--- src/rtl/instr_loader.sv ---
// Serial program loader: receives a word count and big-endian instruction bytes, writes a 64-word imem.
// Optional trailing checksum byte enabled by defining LOADER_CHECKSUM_EN.
module instr_loader (
    input  logic        clk,
    input  logic        reset,
    input  logic        start,
    input  logic [7:0]  rx_data,
    input  logic        rx_valid,
    output logic        rx_ready,
    output logic        imem_we,
    output logic [5:0]  imem_addr,
    output logic [31:0] imem_wdata,
    output logic        cpu_reset,
    output logic        busy,
    output logic        done,
    output logic        err
);

    typedef enum logic [2:0] {
        IDLE  = 3'd0,
        COUNT = 3'd1,
        BYTES = 3'd2,
        WRITE = 3'd3,
`ifdef LOADER_CHECKSUM_EN
        CHECK = 3'd4,
`endif
        DONE  = 3'd5,
        ERROR = 3'd6
    } state_t;

    state_t      state_q, state_d;
    logic [6:0]  count_q, count_d;
    logic [6:0]  idx_q, idx_d;
    logic [1:0]  bcnt_q, bcnt_d;
    logic [23:0] word_q, word_d;
    logic [5:0]  addr_q, addr_d;
    logic [31:0] wdata_q, wdata_d;
    logic [6:0]  idx_inc;
    logic        accept;
    state_t      load_end;

`ifdef LOADER_CHECKSUM_EN
    logic [7:0]  sum_q, sum_d;
    logic [7:0]  sum_chk;

    assign sum_chk  = sum_q + rx_data;
    assign load_end = CHECK;
`else
    assign load_end = DONE;
`endif

    assign accept  = rx_valid && rx_ready;
    assign idx_inc = idx_q + 7'd1;

    always_ff @(posedge clk) begin
        if (reset) begin
            state_q <= IDLE;
        end else begin
            state_q <= state_d;
        end
    end

    always_comb begin
        state_d = state_q;
        case (state_q)
            IDLE: begin
                if (start) state_d = COUNT;
            end
            COUNT: begin
                if (accept) begin
                    if (rx_data == 8'd0)       state_d = load_end;
                    else if (rx_data > 8'd64)  state_d = ERROR;
                    else                       state_d = BYTES;
                end
            end
            BYTES: begin
                if (accept && bcnt_q == 2'd3) state_d = WRITE;
            end
            WRITE: begin
                state_d = (idx_inc == count_q) ? load_end : BYTES;
            end
`ifdef LOADER_CHECKSUM_EN
            CHECK: begin
                if (accept) state_d = (sum_chk == 8'h00) ? DONE : ERROR;
            end
`endif
            DONE, ERROR: begin
                if (start) state_d = COUNT;
            end
            default: state_d = IDLE;
        endcase
    end

    // Word is assembled in a 24-bit shifter; the 4th byte completes it straight into the write register,
    // so imem_wdata only changes when a new word is ready and holds otherwise.
    always_comb begin
        count_d = count_q;
        idx_d   = idx_q;
        bcnt_d  = bcnt_q;
        word_d  = word_q;
        addr_d  = addr_q;
        wdata_d = wdata_q;
`ifdef LOADER_CHECKSUM_EN
        sum_d   = sum_q;
`endif
        if (state_q == COUNT && accept) begin
            count_d = rx_data[6:0];
            idx_d   = '0;
            bcnt_d  = '0;
`ifdef LOADER_CHECKSUM_EN
            sum_d   = '0;
`endif
        end
        if (state_q == BYTES && accept) begin
            word_d = {word_q[15:0], rx_data};
            bcnt_d = bcnt_q + 2'd1;
`ifdef LOADER_CHECKSUM_EN
            sum_d  = sum_q + rx_data;
`endif
            if (bcnt_q == 2'd3) begin
                addr_d  = idx_q[5:0];
                wdata_d = {word_q, rx_data};
            end
        end
        if (state_q == WRITE) begin
            idx_d = idx_inc;
        end
    end

    always_ff @(posedge clk) begin
        if (reset) begin
            count_q <= '0;
            idx_q   <= '0;
            bcnt_q  <= '0;
            word_q  <= '0;
            addr_q  <= '0;
            wdata_q <= '0;
`ifdef LOADER_CHECKSUM_EN
            sum_q   <= '0;
`endif
        end else begin
            count_q <= count_d;
            idx_q   <= idx_d;
            bcnt_q  <= bcnt_d;
            word_q  <= word_d;
            addr_q  <= addr_d;
            wdata_q <= wdata_d;
`ifdef LOADER_CHECKSUM_EN
            sum_q   <= sum_d;
`endif
        end
    end

    // Write strobe is masked by reset so a reset landing on a WRITE cycle commits nothing.
    always_comb begin
        rx_ready   = 1'b0;
        busy       = 1'b0;
        imem_we    = (state_q == WRITE) && !reset;
        done       = (state_q == DONE);
        err        = (state_q == ERROR);
        cpu_reset  = (state_q != DONE);
        imem_addr  = addr_q;
        imem_wdata = wdata_q;
        case (state_q)
            COUNT, BYTES: begin
                rx_ready = 1'b1;
                busy     = 1'b1;
            end
            WRITE: busy = 1'b1;
`ifdef LOADER_CHECKSUM_EN
            CHECK: begin
                rx_ready = 1'b1;
                busy     = 1'b1;
            end
`endif
            default: ;
        endcase
    end

endmodule

--- config.mk ---
export PLATFORM = sky130hd
export DESIGN_NAME = instr_loader
export DESIGN_NICKNAME = d
export VERILOG_FILES = /design/src/rtl/instr_loader.sv
export SDC_FILE = /design/constraint.sdc
export NUM_CORES = 1
export LEC_CHECK = 0
export ABC_AREA = 1
export BUFFER_PORTS_ARGS = -buffer_cell sky130_fd_sc_hd__buf_2
export CAP_MARGIN = 20
export CORE_MARGIN = 4
export CORE_UTILIZATION = 40
export DETAILED_ROUTE_END_ITERATION = 10
export PLACE_DENSITY = 0.62
export RECOVER_POWER = 25
export SYNTH_ARGS = -nofsm -noshare
export SYNTH_HDL_FRONTEND = slang
export SYNTH_SLANG_ARGS = --single-unit
--- constraint.sdc ---
create_clock -name clk -period 3.9 [get_ports clk]
set_input_delay 0.195 -clock clk [delete_from_list [all_inputs] [get_ports clk]]
set_output_delay 0.195 -clock clk [all_outputs]
set_load 0.03 [all_outputs]
==> flow_metrics.py, run 1 <==
metrics = {
    "layout": {
        "ff_latch_area_sq_mm": 0.00162,
        "diodes": 0,
        "nFillCells": 872,
        "drive_gt1_share_pct": 11.5,
        "syn2layout_area_growth_pct": 14.6,
        "fin_cells": 591,
        "nets": 498,
        "multi_input_area_sq_mm": 0.00142,
    },
    "timing": {
        "drv_slew": 0,
        "setup_tns_ns": 0,
        "hold_violations": 0,
        "setup_violations": 0,
        "final.period_utilization_pct": 57.1,
        "fin_crit_ns": 2.23,
        "tightest_slew_ns": 0.666,
        "whs_ns": 0.0872,
        "max_slew_margin_pct": 55.6,
        "fin_skew_ns": 0.00777,
        "fmax_mhz": 449,
        "rsz0062_at_grt": "no",
    },
    "floorplanning": {
        "start_util_pct": 41.9,
        "die_h_um": 98.7,
        "row_count": 32,
        "ioPinCount": 56,
        "core-area_sq_mm": 0.00785,
        "die-area_sq_mm": 0.00974,
        "die_w_um": 98.7,
    },
    "placed_design": {
        "io_buffers": 55,
        "dp_cells": 575,
        "dpl.hpwl_um": 5220,
        "place_congestion": 0.800,
    },
    "pwr": {
        "switching_share_pct": 32.6,
        "p_leak_nw": 1.43,
        "pwr_density_cell_mw_per_mm2": 528,
        "p_seq_share_pct": 47.9,
        "power_switching_mw": 0.650,
        "p_clk_share_pct": 31.4,
        "p_int_mw": 1.34,
        "combPwrFrac_pct": 20.7,
        "max-vdd-ir-drop_mv": 0.260,
    },
    "critical_path": {
        "rrSetupSlack_ns": 1.67,
        "crit_required_ns": 4.11,
        "cp_max_fo": 48,
        "cp.arrival_ns": 2.44,
        "rr_endpoint": "imem_wdata[28]",
        "worstSetupPathType": "reg -> reg",
        "startpoint_type": "flop",
        "reg2reg_depth": 9,
        "worstReg2RegStart": "state_q[1]",
        "endpoint_kind": "flop",
    },
    "clock_tree": {
        "numCtsBuffers": 9,
        "cts_tree": "yes",
        "ctsHoldBuffers": 0,
        "clk_latency_ns": 0.36,
        "clock_sinks": 81,
        "postCtsSetupBuffers": 0,
        "htreeDepth": 3,
        "clk_pin_slew_worst_paths_ns": 0.08,
        "ctsRootBufferMaster": "clkbuf_8",
        "cts_resized": 0,
        "ctsLongestPathBuffers": 2,
    },
    "outcome": {
        "outcome": "finished, final reports clean",
    },
    "global_route": {
        "grt_max_degree": 60,
        "grt_util_all_layers_pct": 16.5,
        "antenna_found_initial": 0,
        "grt_first_pass_wirelength_um": 13200,
        "grt_pass1_vias": 2740,
        "overflow": 0,
    },
    "job": {
        "cap_viol_max_count": 0,
    },
    "routing": {
        "wl_per_cell_um": 13.0,
        "drt_iter0_markers": 195,
        "first_pass_iters": 5,
        "detail-route-antenna-nets": 0,
        "vias": 2928,
        "drc": 0,
        "routed_wirelength_um": 7670,
        "routed_via_density": 4.95,
    },
    "worst_hold_path": {
        "min_from": "rx_valid",
        "hold_class": "in -> reg",
        "hold_depth": 2,
        "holdPathEnd": "bcnt_q[0]",
    },
    "synthesis": {
        "ys_warn_count": 0,
        "synthFlopType": "dfxtp_1",
        "seq_area_frac_synth_pct": 49.3,
        "synth.top_cell.area_share_pct": 49.3,
        "synthDistinctLibCells": 28,
        "syn_avg_cell_area_sq_um": 7.49,
        "netlist_area_sq_mm": 0.00329,
        "ys_ff_latch": 81,
        "synth_common_cells": "91 x nand2_1, 81 x dfxtp_1, 61 x a21oi_1, 54 x nand3_1, 35 x inv_1",
        "async_flop_share_pct": 0,
        "synth-edff-count": 0,
        "synthCells": 439,
        "synth.net_count": 453,
        "yosys.area.top_type": "dfxtp_1",
        "synth_most_common_cell": "nand2_1",
        "synthTopCellsByArea": "dfxtp_1 49%, nand2_1 10%, a21oi_1 9.3%, nand3_1 8.2%, inv_1 4.0%",
    },
}
power by group through the flow:
| stage | clock network [mW] | logic [mW] | registers [mW] |
|---|---|---|---|
| 2_1_floorplan | 0 | 0.336 | 0.958 |
| 3_3_place_gp | 0 | 0.411 | 0.971 |
| 3_5_place_dp | 0 | 0.413 | 0.974 |
| 4_1_cts | 0.640 | 0.414 | 0.954 |
| 5_1_grt | 0.679 | 0.473 | 0.966 |
| 6_report | 0.625 | 0.412 | 0.954 |
cell type report:
class                   count  share of cell area, %
clock buffers              11                   3.75
clock inverters             5                   1.66
inverters                  36                   3.58
multi-input cells         297                   37.6
flip-flops and latches     81                   43.0
well taps                 102                   3.38
repair buffers             59                   7.07
worst max-delay path by stage:
stage / startpoint / end / slack (ns) / cells after the start
after floorplan: idx_q[0] / state_q[1] / 2.35 / 14
after global placement: state_q[1] / imem_wdata[10] / 1.74 / 9
after detailed placement: state_q[1] / imem_wdata[25] / 1.68 / 9
after CTS: state_q[1] / imem_wdata[25] / 1.66 / 9
after global routing: state_q[1] / imem_wdata[30] / 1.39 / 9
final: state_q[1] / imem_wdata[28] / 1.67 / 9
cells by family after synthesis:
logic type,synth area share [%]
simple gates,24.7
compound gates,16.8
flops,49.3
buf+inv,7.65
xor+xnor,0.799
fa+ha+maj,0.761
state kept, by name, summed over array words and instances (netlist names):
register and count:
state_q 3, imem_wdata 32, imem_addr 6, idx_q 7, count_q 7, bcnt_q 2, word_q 24
cell usage in the layout (no fill, tap or decap), types with 3 or more instances in the layout:
master | synthesis | routed
buf_2 | 6 | 24
nor2_2 | 4 | 4
a211oi_1 | 8 | 8
o21ai_0 | 25 | 25
nand3_1 | 54 | 54
nand2_2 | 3 | 3
nor2_1 | 34 | 34
clkbuf_8 | 0 | 10
dfxtp_1 | 81 | 81
inv_1 | 35 | 35
nand2_1 | 91 | 91
buf_4 | 4 | 4
clkbuf_1 | 15 | 32
a21oi_1 | 61 | 61
critical path: stages (launching register included):
cell	delay, ns
dfxtp_1	0.37
inv_1	0.08
nor2_2	0.11
nand2_2	0.11
nor2_4	0.36
buf_4	0.49
nand2_1	0.09
buf_4	0.28
nand2_1	0.11
a21oi_1	0.06
layer usage:
layer | share of wire, % | GRT usage (%) | wire [um] | up-vias
met2 | 43 | 25.2 | 3310 | 66
met1 | 50 | 22.8 | 3820 | 1312
met3 | 5.6 | 3.82 | 430 | 10
met5 | 0 | 0 | 0 | -
met4 | 1.4 | 6.30 | 110 | 0
li1 | - | - | - | 1540
stage by stage:
| step | utilization [%] | setup WS (ns) | power (mW) | area (sq um) |
|---|---|---|---|---|
| floorplan | - | 2.35 | 1.29 | 3290 |
| detailed placement | 46.0 | 1.68 | 1.39 | 3610 |
| finish | 48.1 | 1.67 | 1.99 | 3770 |
| global placement | 46.0 | 1.74 | 1.38 | 3610 |
| global route | 48.1 | 1.39 | 2.12 | 3770 |
| CTS | 48.5 | 1.66 | 2.01 | 3810 |
Note: power is estimated with default switching activity, not from simulation.
==> inputs of run 2 (changes only) <==
- PLACE_DENSITY: 0.62 -> 0.64
- clock period: 3.9 -> 1.8 ns (I/O delays scaled with it)
==> flow_metrics.py, run 2 (same netlist as run 1, synthesis figures left out) <==
metrics = {
    "outcome": {
        "outcome": "finished, final reports clean",
    },
    "floorplanning": {
        "start_util_pct": 41.9,
        "ioPinCount": 56,
        "die_h_um": 98.7,
        "die-area_sq_mm": 0.00974,
        "core-area_sq_mm": 0.00785,
        "row_count": 32,
        "die_w_um": 98.7,
    },
    "global_route": {
        "grt_max_degree": 40,
        "grt_util_all_layers_pct": 17.5,
        "overflow": 0,
        "antenna_found_initial": 0,
        "grt_pass1_vias": 2961,
        "grt_first_pass_wirelength_um": 13900,
    },
    "routing": {
        "drt_iter0_markers": 158,
        "wl_per_cell_um": 13.5,
        "detail-route-antenna-nets": 0,
        "first_pass_iters": 4,
        "routed_via_density": 5.02,
        "routed_wirelength_um": 8140,
        "drc": 0,
        "vias": 3036,
    },
    "critical_path": {
        "path_buf_inv": 3,
        "worstReg2RegStart": "state_q[1]",
        "crit_required_ns": 1.71,
        "path_delay_family": "buffers and inverters",
        "cp_slowest_cell": "dfxtp_1",
        "endpoint_kind": "output port",
        "cp.arrival_ns": 1.58,
        "rrSetupSlack_ns": 0.23,
        "reg2reg_depth": 7,
        "path_cells": "inv_1 -> nor2_2 -> nand2_1 -> buf_4 -> nor2_1 -> buf_2",
        "startpoint_type": "flop",
        "cp_max_fo": 4,
        "worstSetupPathType": "reg -> out",
        "cp-startpoint": "state_q[1]",
        "slowest_delay_ns": 0.38,
        "rr_endpoint": "word_q[14]",
    },
    "placed_design": {
        "io_buffers": 55,
        "dp_cells": 587,
        "dpl.hpwl_um": 5740,
        "place_congestion": 0.822,
    },
    "pwr": {
        "max-vdd-ir-drop_mv": 0.744,
        "fin_total_pwr_mw": 4.42,
        "pwr_density_cell_mw_per_mm2": 1130,
        "p_leak_nw": 1.53,
    },
    "layout": {
        "nFillCells": 837,
        "layout_commonest_cell": "nand2_1",
        "drive_gt1_share_pct": 14.9,
        "largest_reg_flops": 32,
        "diodes": 0,
        "mostFrequentLayoutCells": "91 x nand2_1, 79 x dfxtp_1, 61 x a21oi_1",
        "nets": 512,
        "syn2layout_area_growth_pct": 19.4,
        "fin_cells": 605,
    },
    "timing": {
        "rsz0062_at_grt": "no",
        "tightest_slew_ns": 0.660,
        "fin_crit_ns": 1.67,
        "fmax_mhz": 599,
        "setup_violations": 0,
        "drv_slew": 0,
        "fin_skew_ns": 0.00633,
        "final.period_utilization_pct": 92.8,
        "hold_violations": 0,
        "setup_tns_ns": 0,
        "max_slew_margin_pct": 56.0,
    },
    "clock_tree": {
        "ctsRootBufferMaster": "clkbuf_8",
        "clock_sinks": 81,
        "clk_latency_ns": 0.36,
        "htreeDepth": 3,
        "ctsLongestPathBuffers": 2,
        "numCtsBuffers": 9,
        "cts_tree": "yes",
        "clk_pin_slew_worst_paths_ns": 0.09,
    },
    "worst_hold_path": {
        "min_from": "rx_data[6]",
        "hold_class": "in -> reg",
        "hold_depth": 3,
        "holdPathEnd": "word_q[6]",
    },
    "job": {
        "cap_viol_max_count": 0,
    },
}
## run 2: power by group
| group | internal (mW) | switching (mW) | leakage, nW |
|---|---|---|---|
| Sequential | 1.95 | 0.116 | 0.656 |
| Combinational | 0.316 | 0.647 | 0.768 |
| Clock | 0.693 | 0.696 | 0.103 |
| Total | 2.96 | 1.46 | 1.53 |
## run 2: through the flow
stage | hold slack [ns] | instance area, sq um | setup WS, ns | utilization, %
5_1_grt | 0.0441 | 3930 | 0.00583 | 50.0
3_5_place_dp | 0.341 | 3700 | 0.0976 | 47.1
6_report | 0.0333 | 3930 | 0.129 | 50.0
3_3_place_gp | 0.345 | 3700 | 0.211 | 47.1
4_1_cts | 0.0250 | 3920 | 0.0829 | 49.9
2_1_floorplan | 0.197 | 3290 | 0.254 | -
## run 2: repair_timing
action / CTS / global route
endpoints found under the setup margin: 0 / 3
resized for setup: 0 / 9
endpoints found under the hold margin: 1 / 0
hold buffers: 1 / 0
buffers inserted: 0 / 1
## run 2: layer usage
| metal | track usage [%] | vias to the layer above | wire (um) |
|---|---|---|---|
| met5 | 0 | - | 0 |
| met3 | 3.96 | 13 | 330 |
| li1 | - | 1566 | - |
| met2 | 27.2 | 61 | 3660 |
| met4 | 7.56 | 0 | 174 |
| met1 | 23.2 | 1396 | 3980 |
## run 2: worst max-delay path by stage
stage | end | cells past startpoint
3_5_place_dp | state_q[0] | 11
5_1_grt | state_q[1] | 12
4_1_cts | state_q[0] | 11
6_report | imem_we | 6
3_3_place_gp | state_q[1] | 14
2_1_floorplan | state_q[1] | 14
## run 2: area by class of cell
| type | count | area (sq um) | share of cell area, % |
|---|---|---|---|
| Inverter | 36 | 135 | 3.44 |
| Multi-Input combinational cell | 297 | 1450 | 37.0 |
| Clock inverter | 6 | 72.6 | 1.85 |
| Timing Repair Buffer | 73 | 374 | 9.53 |
| Sequential cell | 81 | 1630 | 41.4 |
| Clock buffer | 10 | 138 | 3.51 |
| Tap cell | 102 | 128 | 3.25 |
## run 2: worst reg2reg max path, cell delays in order (launching register included)
cell and delay [ns]:
dfxtp_1 0.38, inv_1 0.08, nor2_2 0.11, nand2_2 0.11, nor2_4 0.15, inv_1 0.27
o21ai_0 0.28, a21oi_1 0.07
==> inputs of run 3 (changes only) <==
- REMOVE_ABC_BUFFERS: default -> 1
==> flow_metrics.py, run 3 (same netlist as run 1, synthesis figures left out) <==
metrics = {
    "outcome": {
        "outcome": "finished, final reports clean",
    },
    "worst_hold_path": {
        "min_from": "rx_data[1]",
        "hold_class": "in -> reg",
        "hold_depth": 3,
    },
    "critical_path": {
        "crit_required_ns": 2.04,
        "endpoint_kind": "flop",
        "reg2reg_depth": 7,
        "startpoint_type": "flop",
        "cp-startpoint": "state_q[1]",
        "worstSetupPathType": "reg -> reg",
        "worstReg2RegStart": "state_q[1]",
        "cp_max_fo": 11,
        "cp.arrival_ns": 1.85,
    },
    "timing": {
        "fin_crit_ns": 1.61,
        "max_slew_margin_pct": 54.5,
        "drv_slew": 0,
        "final.period_utilization_pct": 89.4,
        "fin_skew_ns": 0.0112,
        "setup_violations": 0,
        "hold_violations": 0,
        "fmax_mhz": 622,
        "rsz0062_at_grt": "yes",
        "setup_tns_ns": 0,
        "whs_ns": 0.0221,
        "tightest_slew_ns": 0.681,
    },
    "floorplanning": {
        "die_h_um": 98.7,
        "ioPinCount": 56,
        "die-area_sq_mm": 0.00974,
        "die_w_um": 98.7,
        "row_count": 32,
        "core-area_sq_mm": 0.00785,
        "start_util_pct": 41.9,
    },
    "layout": {
        "largest_reg_flops": 32,
        "diodes": 0,
        "syn2layout_area_growth_pct": 20.6,
        "layout_commonest_cell": "nand2_1",
        "fin_cells": 601,
        "final_util_pct": 50.6,
        "drive_gt1_share_pct": 14.4,
        "nets": 508,
        "mostFrequentLayoutCells": "91 x nand2_1, 80 x dfxtp_1, 61 x a21oi_1",
    },
    "routing": {
        "routed_wirelength_um": 7820,
        "drt_iter0_markers": 202,
        "wl_per_cell_um": 13.0,
        "highest_layer": "met4",
        "wl_met2_um": 3450,
        "dr_wl_met3_um": 434,
        "vias": 2986,
        "detail-route-antenna-nets": 0,
        "routed_via_density": 4.97,
        "met1Wirelength_um": 3810,
        "drc": 0,
        "first_pass_iters": 4,
    },
    "global_route": {
        "grt_pass1_vias": 2840,
        "grt_first_pass_wirelength_um": 13100,
        "grt_util_all_layers_pct": 16.5,
        "antenna_found_initial": 0,
        "grt_max_degree": 41,
        "overflow": 0,
    },
    "clock_tree": {
        "clock_sinks": 81,
        "ctsLongestPathBuffers": 2,
        "clk_latency_ns": 0.35,
        "numCtsBuffers": 9,
        "clk_pin_slew_worst_paths_ns": 0.09,
        "ctsRootBufferMaster": "clkbuf_8",
        "cts_tree": "yes",
        "postCtsSetupBuffers": 0,
        "htreeDepth": 3,
    },
    "pwr": {
        "pwr_density_cell_mw_per_mm2": 1200,
        "combPwrFrac_pct": 20.1,
        "max-vdd-ir-drop_mv": 0.482,
        "p_int_mw": 3.33,
        "p_seq_share_pct": 43.3,
        "fin_total_pwr_mw": 4.77,
        "p_clk_share_pct": 36.5,
        "power_switching_mw": 1.44,
        "switching_share_pct": 30.3,
        "p_leak_nw": 1.54,
    },
    "placed_design": {
        "io_buffers": 55,
        "place_congestion": 0.866,
        "dp_cells": 583,
        "dpl.hpwl_um": 5110,
    },
    "job": {
        "cap_viol_max_count": 0,
    },
}
run 3: cell count changes in the layout (fill, tap and decap cells not counted), sizes merged:
cell / delta
buf: -4
clkinv: +1
bufinv: +3
clkinvlp: +1
clkbuf: -2
inv: -3
run 3: per-layer routing:
metal	vias to the layer above	track usage [%]
met4	0	6.62
met5	-	0
met1	1332	21.1
met3	10	3.61
li1	1560	-
met2	84	27.1
run 3: power by group through the flow:
stage	Sequential (mW)	Combinational, mW	Clock (mW)
6_report	2.07	0.961	1.74
5_1_grt	2.09	1.12	1.85
4_1_cts	2.06	0.948	1.77
3_5_place_dp	2.10	0.943	0
3_3_place_gp	2.10	0.928	0
2_1_floorplan	2.08	0.672	0
run 3: critical path, stage by stage (launching register included):
cell and delay (ns):
dfxtp_1 0.38, inv_1 0.08, nor2_2 0.11, nand2_2 0.12, nor2_4 0.26, clkinvlp_4 0.27, o21ai_0 0.21, a21oi_1 0.06
run 3: worst paths after layout:
check / end / slack [ns]
worst min register to register: imem_wdata[12] / 0.46
worst max register to register: word_q[8] / 0.19
worst min-delay path: count_q[1] / 0.02
worst max-delay path: word_q[8] / 0.19
run 3: per-stage QoR:
stage	instance area (sq um)	setup slack, ns
2_1_floorplan	3170	-0.681
3_3_place_gp	3680	0.235
3_5_place_dp	3680	0.145
4_1_cts	3960	0.100
5_1_grt	3970	-0.0359
6_report	3970	0.191
run 3: area by class of cell:
cell class	instances	area [sq um]
Inverter	36	139
Multi-Input combinational cell	297	1450
Fill cell	802	3880
Sequential cell	81	1620
Timing Repair Buffer	68	350
Clock buffer	9	124
Timing Repair inverter	1	7.51
Clock inverter	7	143
Tap cell	102	128
run 3: timing repair:
item                                    4_1_cts  5_1_grt
hold endpoints to repair                      1        0
endpoints found under the setup margin        0        9
gates resized for setup                       0        9
hold buffers                                  1        0
